File: config.mk
export PLATFORM = sky130hd
export DESIGN_NAME = conv_coeff_sched
export DESIGN_NICKNAME = d
export VERILOG_FILES = /design/src/rtl/conv_coeff_sched.sv
export SDC_FILE = /design/constraint.sdc
export NUM_CORES = 1
export LEC_CHECK = 0
export CORE_ASPECT_RATIO = 1.5
export CORE_MARGIN = 4
export CORE_UTILIZATION = 50
export CTS_BUF_LIST = sky130_fd_sc_hd__clkbuf_4 sky130_fd_sc_hd__clkbuf_8
export DETAILED_ROUTE_END_ITERATION = 8
export DONT_BUFFER_PORTS = 1
export PLACE_DENSITY = 0.68
export SKIP_LAST_GASP = 1
export SLEW_MARGIN = 0
export SYNTH_ARGS = -nofsm -noshare
export SYNTH_HDL_FRONTEND = slang
export SYNTH_SLANG_ARGS = --single-unit
File: constraint.sdc
create_clock -name clk -period 3.45 [get_ports clk]
set_input_delay 0.69 -clock clk [delete_from_list [all_inputs] [get_ports clk]]
set_output_delay 0.69 -clock clk [all_outputs]
set_load 0.02 [all_outputs]
File: src/rtl/conv_coeff_sched.sv
`default_nettype none
// ============================================================================
// Module   : conv_coeff_sched
// Purpose  : Shadow/active 3x3 kernel bank with vsync-safe swap and serial
//            coefficient streaming. Optional preset ROM under CONV_PRESET_EN.
// Revision : 1.0 - initial release
// ============================================================================
module conv_coeff_sched #(
    parameter int COEFF_W = 9,
    parameter int N_COEFF = 9,
    parameter int IDX_W   = 4
) (
    input  logic               clk,
    input  logic               rst,
    input  logic               vs_i,
    input  logic               wr_en_i,
    input  logic [IDX_W-1:0]   wr_addr_i,
    input  logic [COEFF_W-1:0] wr_data_i,
    input  logic               commit_i,
    input  logic [1:0]         preset_sel_i,
    input  logic               preset_ld_i,
    output logic [COEFF_W-1:0] coeff_o,
    output logic               pending_o,
    output logic               applied_o,
    output logic               short_vs_o,
    output logic               busy_o
);

    localparam logic [IDX_W-1:0] C_N    = IDX_W'(N_COEFF);
    localparam logic [IDX_W-1:0] C_LAST = IDX_W'(N_COEFF - 1);

    typedef enum logic [1:0] {
        S_IDLE   = 2'd0,
        S_STREAM = 2'd1,
        S_HOLD   = 2'd2
    } state_t;

    state_t             state_q, state_d;
    logic [IDX_W-1:0]   idx_q, idx_d;
    logic               pending_q, pending_d;
    logic               fresh_q, fresh_d;
    logic               applied_q, applied_d;
    logic               short_q, short_d;
    logic               w_swap;

    logic [COEFF_W-1:0] shadow_q [N_COEFF];
    logic [COEFF_W-1:0] active_q [N_COEFF];

`ifdef CONV_PRESET_EN
    function automatic logic [COEFF_W-1:0] preset_val(input logic [1:0] sel, input int i);
        int v;
        case (sel)
            2'd0:    v = (i == 4) ? 1 : 0;
            2'd1:    v = 1;
            2'd2:    v = (i == 4) ? 5 : ((i % 2) == 1 ? -1 : 0);
            default: v = (i == 4) ? 8 : -1;
        endcase
        return COEFF_W'(v);
    endfunction
`else
    logic w_unused_preset;
    assign w_unused_preset = ^{preset_sel_i, preset_ld_i};
`endif

    // Swap only while fully idle so a kernel is never changed mid-frame.
    assign w_swap = pending_q && !vs_i && (state_q == S_IDLE);

    always_comb begin
        state_d   = state_q;
        idx_d     = idx_q;
        fresh_d   = fresh_q;
        applied_d = 1'b0;
        short_d   = short_q;
        pending_d = commit_i | (pending_q & ~w_swap);
        if (w_swap) begin
            fresh_d = 1'b1;
        end
        case (state_q)
            S_IDLE: begin
                idx_d = '0;
                if (vs_i) begin
                    state_d = S_STREAM;
                    idx_d   = IDX_W'(1);
                end
            end
            S_STREAM: begin
                if (!vs_i) begin
                    state_d = S_IDLE;
                    idx_d   = '0;
                    short_d = 1'b1;
                end else if (idx_q == C_LAST) begin
                    state_d = S_HOLD;
                    idx_d   = C_N;
                    if (fresh_q) begin
                        applied_d = 1'b1;
                        fresh_d   = 1'b0;
                    end
                end else begin
                    idx_d = idx_q + IDX_W'(1);
                end
            end
            S_HOLD: begin
                idx_d = C_N;
                if (!vs_i) begin
                    state_d = S_IDLE;
                    idx_d   = '0;
                end
            end
            default: begin
                state_d = S_IDLE;
                idx_d   = '0;
            end
        endcase
    end

    always_ff @(posedge clk) begin
        if (rst) begin
            state_q   <= S_IDLE;
            idx_q     <= '0;
            pending_q <= 1'b0;
            fresh_q   <= 1'b0;
            applied_q <= 1'b0;
            short_q   <= 1'b0;
        end else begin
            state_q   <= state_d;
            idx_q     <= idx_d;
            pending_q <= pending_d;
            fresh_q   <= fresh_d;
            applied_q <= applied_d;
            short_q   <= short_d;
        end
    end

    // Active copies the pre-write shadow on a swap edge (NBA ordering).
    always_ff @(posedge clk) begin
        if (rst) begin
            for (int i = 0; i < N_COEFF; i++) begin
                shadow_q[i] <= '0;
                active_q[i] <= '0;
            end
        end else begin
            if (w_swap) begin
                for (int i = 0; i < N_COEFF; i++) begin
                    active_q[i] <= shadow_q[i];
                end
            end
`ifdef CONV_PRESET_EN
            if (preset_ld_i) begin
                for (int i = 0; i < N_COEFF; i++) begin
                    shadow_q[i] <= preset_val(preset_sel_i, i);
                end
            end else
`endif
            if (wr_en_i && (wr_addr_i < C_N)) begin
                shadow_q[wr_addr_i] <= wr_data_i;
            end
        end
    end

    assign coeff_o    = (idx_q < C_N) ? active_q[idx_q] : '0;
    assign pending_o  = pending_q;
    assign applied_o  = applied_q;
    assign short_vs_o = short_q;
    assign busy_o     = (state_q == S_STREAM);

endmodule
`default_nettype wire
# After elaboration in Yosys (flattened, before gate mapping)
# Memory sizes are Yosys's and may differ from the RTL's. A register that Yosys moved wholly into a read port is not among the register bits.
# Cells that the tools add are included.
[totals]
ff_bits = 10
ramBits = 162
in_bits = 21
out_inout_bits = 13
wordCells = 79
n_memories = 2
[classes]
n_addsub = 1
magnitude_cmp = 2
n_eq_ne = 6
n_mux = 38
n_bitwise = 15
reduce_logical = 9
[memory_table]
columns = ["name", "words", "word_bits", "read_ports", "rd_ports_with_merged_regs", "wr", "line_no", "text"]
rows = [
  ["active_q", 9, 9, 1, 1, 9, "47", "logic [COEFF_W-1:0] active_q [N_COEFF];"],
  ["shadow_q", 9, 9, 9, 0, 9, "46", "logic [COEFF_W-1:0] shadow_q [N_COEFF];"],
]
[op_table]
columns = ["cell", "n"]
rows = [
  ["2-to-1 mux 9 bit", 11],
  ["2-to-1 mux 4 bit", 5],
  ["2-to-1 mux 1 bit", 16],
  ["case mux 4 bit (3 select lines)", 1],
  ["bitwise OR 1 bit", 10],
  ["OR reduction 9 bit", 1],
  ["< comparator 4 bit (second input constant)", 2],
  ["2-to-1 mux 2 bit", 4],
  ["case mux 2 bit (3 select lines)", 1],
  ["adder 4 x 1 -> 4 bit (second input constant)", 1],
  ["equality test 4 bit (second input constant)", 1],
  ["inequality test 2 bit (second input constant)", 2],
  ["inverter 1 bit", 4],
  ["OR reduction 4 bit", 1],
  ["logical AND 1 bit", 3],
  ["inequality test 3 x 2 -> 1 bit (second input constant)", 1],
  ["AND reduction 3 bit", 1],
  ["equality test 2 x 1 -> 1 bit (second input constant)", 1],
  ["equality test 2 bit (second input constant)", 1],
  ["zero test 2 bit", 1],
  ["AND reduction 2 bit", 1],
  ["AND 1 bit", 1],
  ["zero test 1 bit", 1],
]

# Longest topological paths before layout
[depth]
word_depth = 8
ltp_mapped = 8
mapped_depth_nobuf = 5

# Least setup slack after synthesis
# Ideal clock, no wire load.
[synth_path]
kind = "input -> register"
startpoint = "input port rst"
endpoint = "memory active_q[0][0], enable pin"
setup_time_ns = 0.453
arrival_ns = 2.915
required_time_ns = 2.997
path_slack_ns = 0.082
stages = 2
path_buffers = 1
path_cell_list = "clkbuf_1 > nand2b_1"
[synth_rtl]
columns = ["element", "line_no", "text"]
rows = [
  ["from (decl)", "14", "input logic rst,"],
  ["to (decl)", "47", ""],
]

# Final worst setup path
[layout_path]
startpoint = "register idx_q[0]"
endpoint = "output port coeff_o[4]"
[layout_via]
elab_chain_len = 2
[layout_lines]
columns = ["element", "line_no", "text"]
rows = [
  ["from (decl)", "39", "logic [IDX_W-1:0] idx_q, idx_d;"],
  ["from (signal assigned)", "126", "idx_q <= idx_d;"],
  ["< comparator 4 bit", "160", "assign coeff_o = (idx_q < C_N) ? active_q[idx_q] : '0;"],
  ["2-to-1 mux 9 bit", "160", ""],
  ["to (decl)", "22", "output logic [COEFF_W-1:0] coeff_o,"],
]
# No other way between the ends.

==> impl_metrics.py <==
metrics = {
    "synth": {
        "synth_mux_area_frac": 0.0509,
        "syn_avg_cell_area_um2": 14.6,
        "synth_cells": 497,
        "synth_compound_area_frac": 0.0263,
        "synth_edf_count": 162,
        "synth_top_family_by_area": "simple AND/OR/NAND/NOR gates",
        "yosysTopAreaCell": "edfxtp_1",
        "synth-simple-area-share": 0.203,
        "synth_top_area_share": 0.669,
        "ys.flop_type": "edfxtp_1",
        "ys_ff_latch": 172,
        "yosysWarnings": 0,
        "ys_seq_area_frac": 0.696,
        "syn-num-nets": 521,
        "ys_top_cells_by_area": "edfxtp_1 67%, and2_1 14%, mux2i_1 3.9%",
        "synth-xor-area-share": 0.00241,
        "synth_cell_type_count": 39,
        "synthAdderAreaFrac": 0.00516,
        "synth_most_common_cell": "and2_1",
        "synth_area_um2": 7270,
        "async_reset_ff_frac": 0,
        "synth_commonest_cells": "165 x and2_1, 162 x edfxtp_1, 28 x mux2i_1, 19 x nor2_1, 16 x o22ai_1",
    },
    "finish": {
        "final_cells": 709,
        "seq_area_um2": 5070,
        "fin_nets": 528,
        "n_antenna_cell": 0,
        "drive_above_1_share": 0.133,
        "fillers": 1124,
        "synthToLayoutAreaGrowth_pct": 8.29,
        "final_core_util": 0.558,
        "multi_input_area_um2": 2100,
    },
    "grt": {
        "grt_pass1_wl_um": 20000,
        "grt-ovfl-total": 0,
        "antenna_found_initial": 0,
        "grt_usage": 0.163,
        "grt_max_degree": 82,
        "first_global_vias": 3634,
    },
    "sta": {
        "clock_skew_ns": 0.0128,
        "period_minus_slack_ns": 2.86,
        "rsz0062_at_grt": "no",
        "setup_viol_count_final": 0,
        "fin_crit_sh": 0.829,
        "slew_headroom": 0.325,
        "hold_viol": 0,
        "setup_ws_ns": 0.590,
        "tns_ns": 0,
        "fmax_mhz": 350,
        "tightestPinTransition_ns": 1.01,
        "maxSlewViolCount": 0,
    },
    "worst_setup_path": {
        "reg2reg_depth": 3,
        "crit_start": "idx_q[0]$_SDFF_PP0_",
        "cp.arrival_ns": 2.17,
        "cp-start-kind": "register",
        "crit_end": "coeff_o[4]",
        "crit_type": "register to primary output",
        "cp-end-kind": "primary output",
        "r2r_end": "active_q[1][8]$_SDFFCE_PN0P_",
        "crit_fanout": 15,
        "required_ns": 2.76,
        "rrSetupSlack_ns": 1.47,
        "r2r_start": "state_q[1]$_SDFFE_PP0P_",
    },
    "clocking": {
        "tritoncts": "built",
        "hold_buffers": 0,
        "cts.path.max_buffers": 2,
        "path_clk_slew_ns": 0.09,
        "htree_levels": 4,
        "clockRootBuffer": "clkbuf_8",
        "cts_setup_buffers": 0,
        "clock_latency_ns": 0.44,
        "clock-sinks": 172,
        "cts_buffers": 17,
        "cts_resized": 0,
    },
    "floorplanning": {
        "rows": 53,
        "die_area_um2": 16600,
        "die_w_um": 106,
        "core_um2": 14100,
        "die_y_um": 156,
        "initial_core_util": 0.515,
        "ios": 34,
    },
    "placement": {
        "gp_congestion": 0.877,
        "dpl.hpwl_um": 8750,
        "dp.cells": 677,
        "place_ws_ns": 1.09,
        "port-buffer-count": 0,
    },
    "route": {
        "drc": 0,
        "drt-pass1-iter-count": 5,
        "final_antenna_net_count": 0,
        "drt-initial-drc-count": 223,
        "routedWlPerCell_um": 17.5,
        "vias_per_cell": 5.04,
        "num_vias": 3571,
        "routed_wl_um": 12400,
    },
    "power_and_ir_drop": {
        "vdd_drop_max_mv": 0.202,
        "pwr_density_cell_nw_per_um2": 510,
        "p_total_mw": 4.02,
        "p_leak_nw": 2.78,
    },
    "run": {
        "drv_cap": 0,
    },
    "status": {
        "status": "complete, no violations",
    },
    "worst_hold_path": {
        "hold_class": "primary input to register",
    },
}
sequential cells by signal, summed over array words and instances (netlist names):
signal,flops
shadow_q,81
active_q,81
applied_o,1
pending_o,1
state_q,2
fresh_q,1
idx_q,4
short_vs_o,1
placed cells by master, fill, tap and decap left out, types with 7 or more instances in the layout:
cell,synthesis,routed
nor2_4,7,7
dfxtp_1,10,9
nand2_1,11,11
and2_1,165,165
mux2i_1,28,28
or2_2,9,9
o22ai_1,16,16
edfxtp_1,162,162
clkbuf_8,0,17
nor2_1,19,19
per-stage QoR:
step / instance area (µm²) / hold WS, ns
floorplan: 7270 / 0.463
global route: 7880 / 0.273
global placement: 7480 / 0.484
finish: 7880 / 0.308
detailed placement: 7480 / 0.499
CTS: 7880 / 0.285
layer usage:
layer / vias to the layer above / GRT usage / wire length, µm
met5: - / 0 / 0
met4: 0 / 0.0676 / 386
met3: 21 / 0.0435 / 781
met2: 91 / 0.289 / 6580
met1: 1691 / 0.186 / 4690
li1: 1768 / - / -
cell type report:
cell class                      instances  area share
Timing Repair Buffer                    6     0.00731
Clock inverter                         15      0.0210
Tap cell                              192      0.0305
Sequential cell                       172       0.643
Multi-Input combinational cell        304       0.267
Clock buffer                           17      0.0297
Inverter                                3     0.00143
cells by family (layout without fill, tap and decap cells):
group	count (synthesis)	after routing
xor+xnor	2	2
fa+ha+maj	3	3
mux	34	34
compound gates	31	31
buf+inv	21	41
simple gates	234	234
flops	172	172
report_power, final:
part | internal [mW] | switching [mW]
Clock | 0.657 | 0.739
Sequential | 2.40 | 0.0312
Combinational | 0.0647 | 0.127
how the worst min path moves through the flow:
stage,startpoint,to,cells after the start
floorplan,state_q[1]$_SDFFE_PP0P_,state_q[0]$_SDFFE_PP0P_,1
global placement,state_q[1]$_SDFFE_PP0P_,state_q[0]$_SDFFE_PP0P_,1
detailed placement,fresh_q$_SDFF_PP0_,applied_o$_SDFF_PP0_,1
CTS,rst,pending_o$_SDFF_PP0_,1
global route,rst,pending_o$_SDFF_PP0_,1
finish,rst,pending_o$_SDFF_PP0_,1
worst max-delay path: stages, from the launching register on:
cell and delay, ns:
dfxtp_2 0.42, buf_4 0.29, mux2i_1 0.18, o22ai_1 0.20
nor2_1 0.09, o21ai_0 0.54
Power figures use the tool's default switching activity.
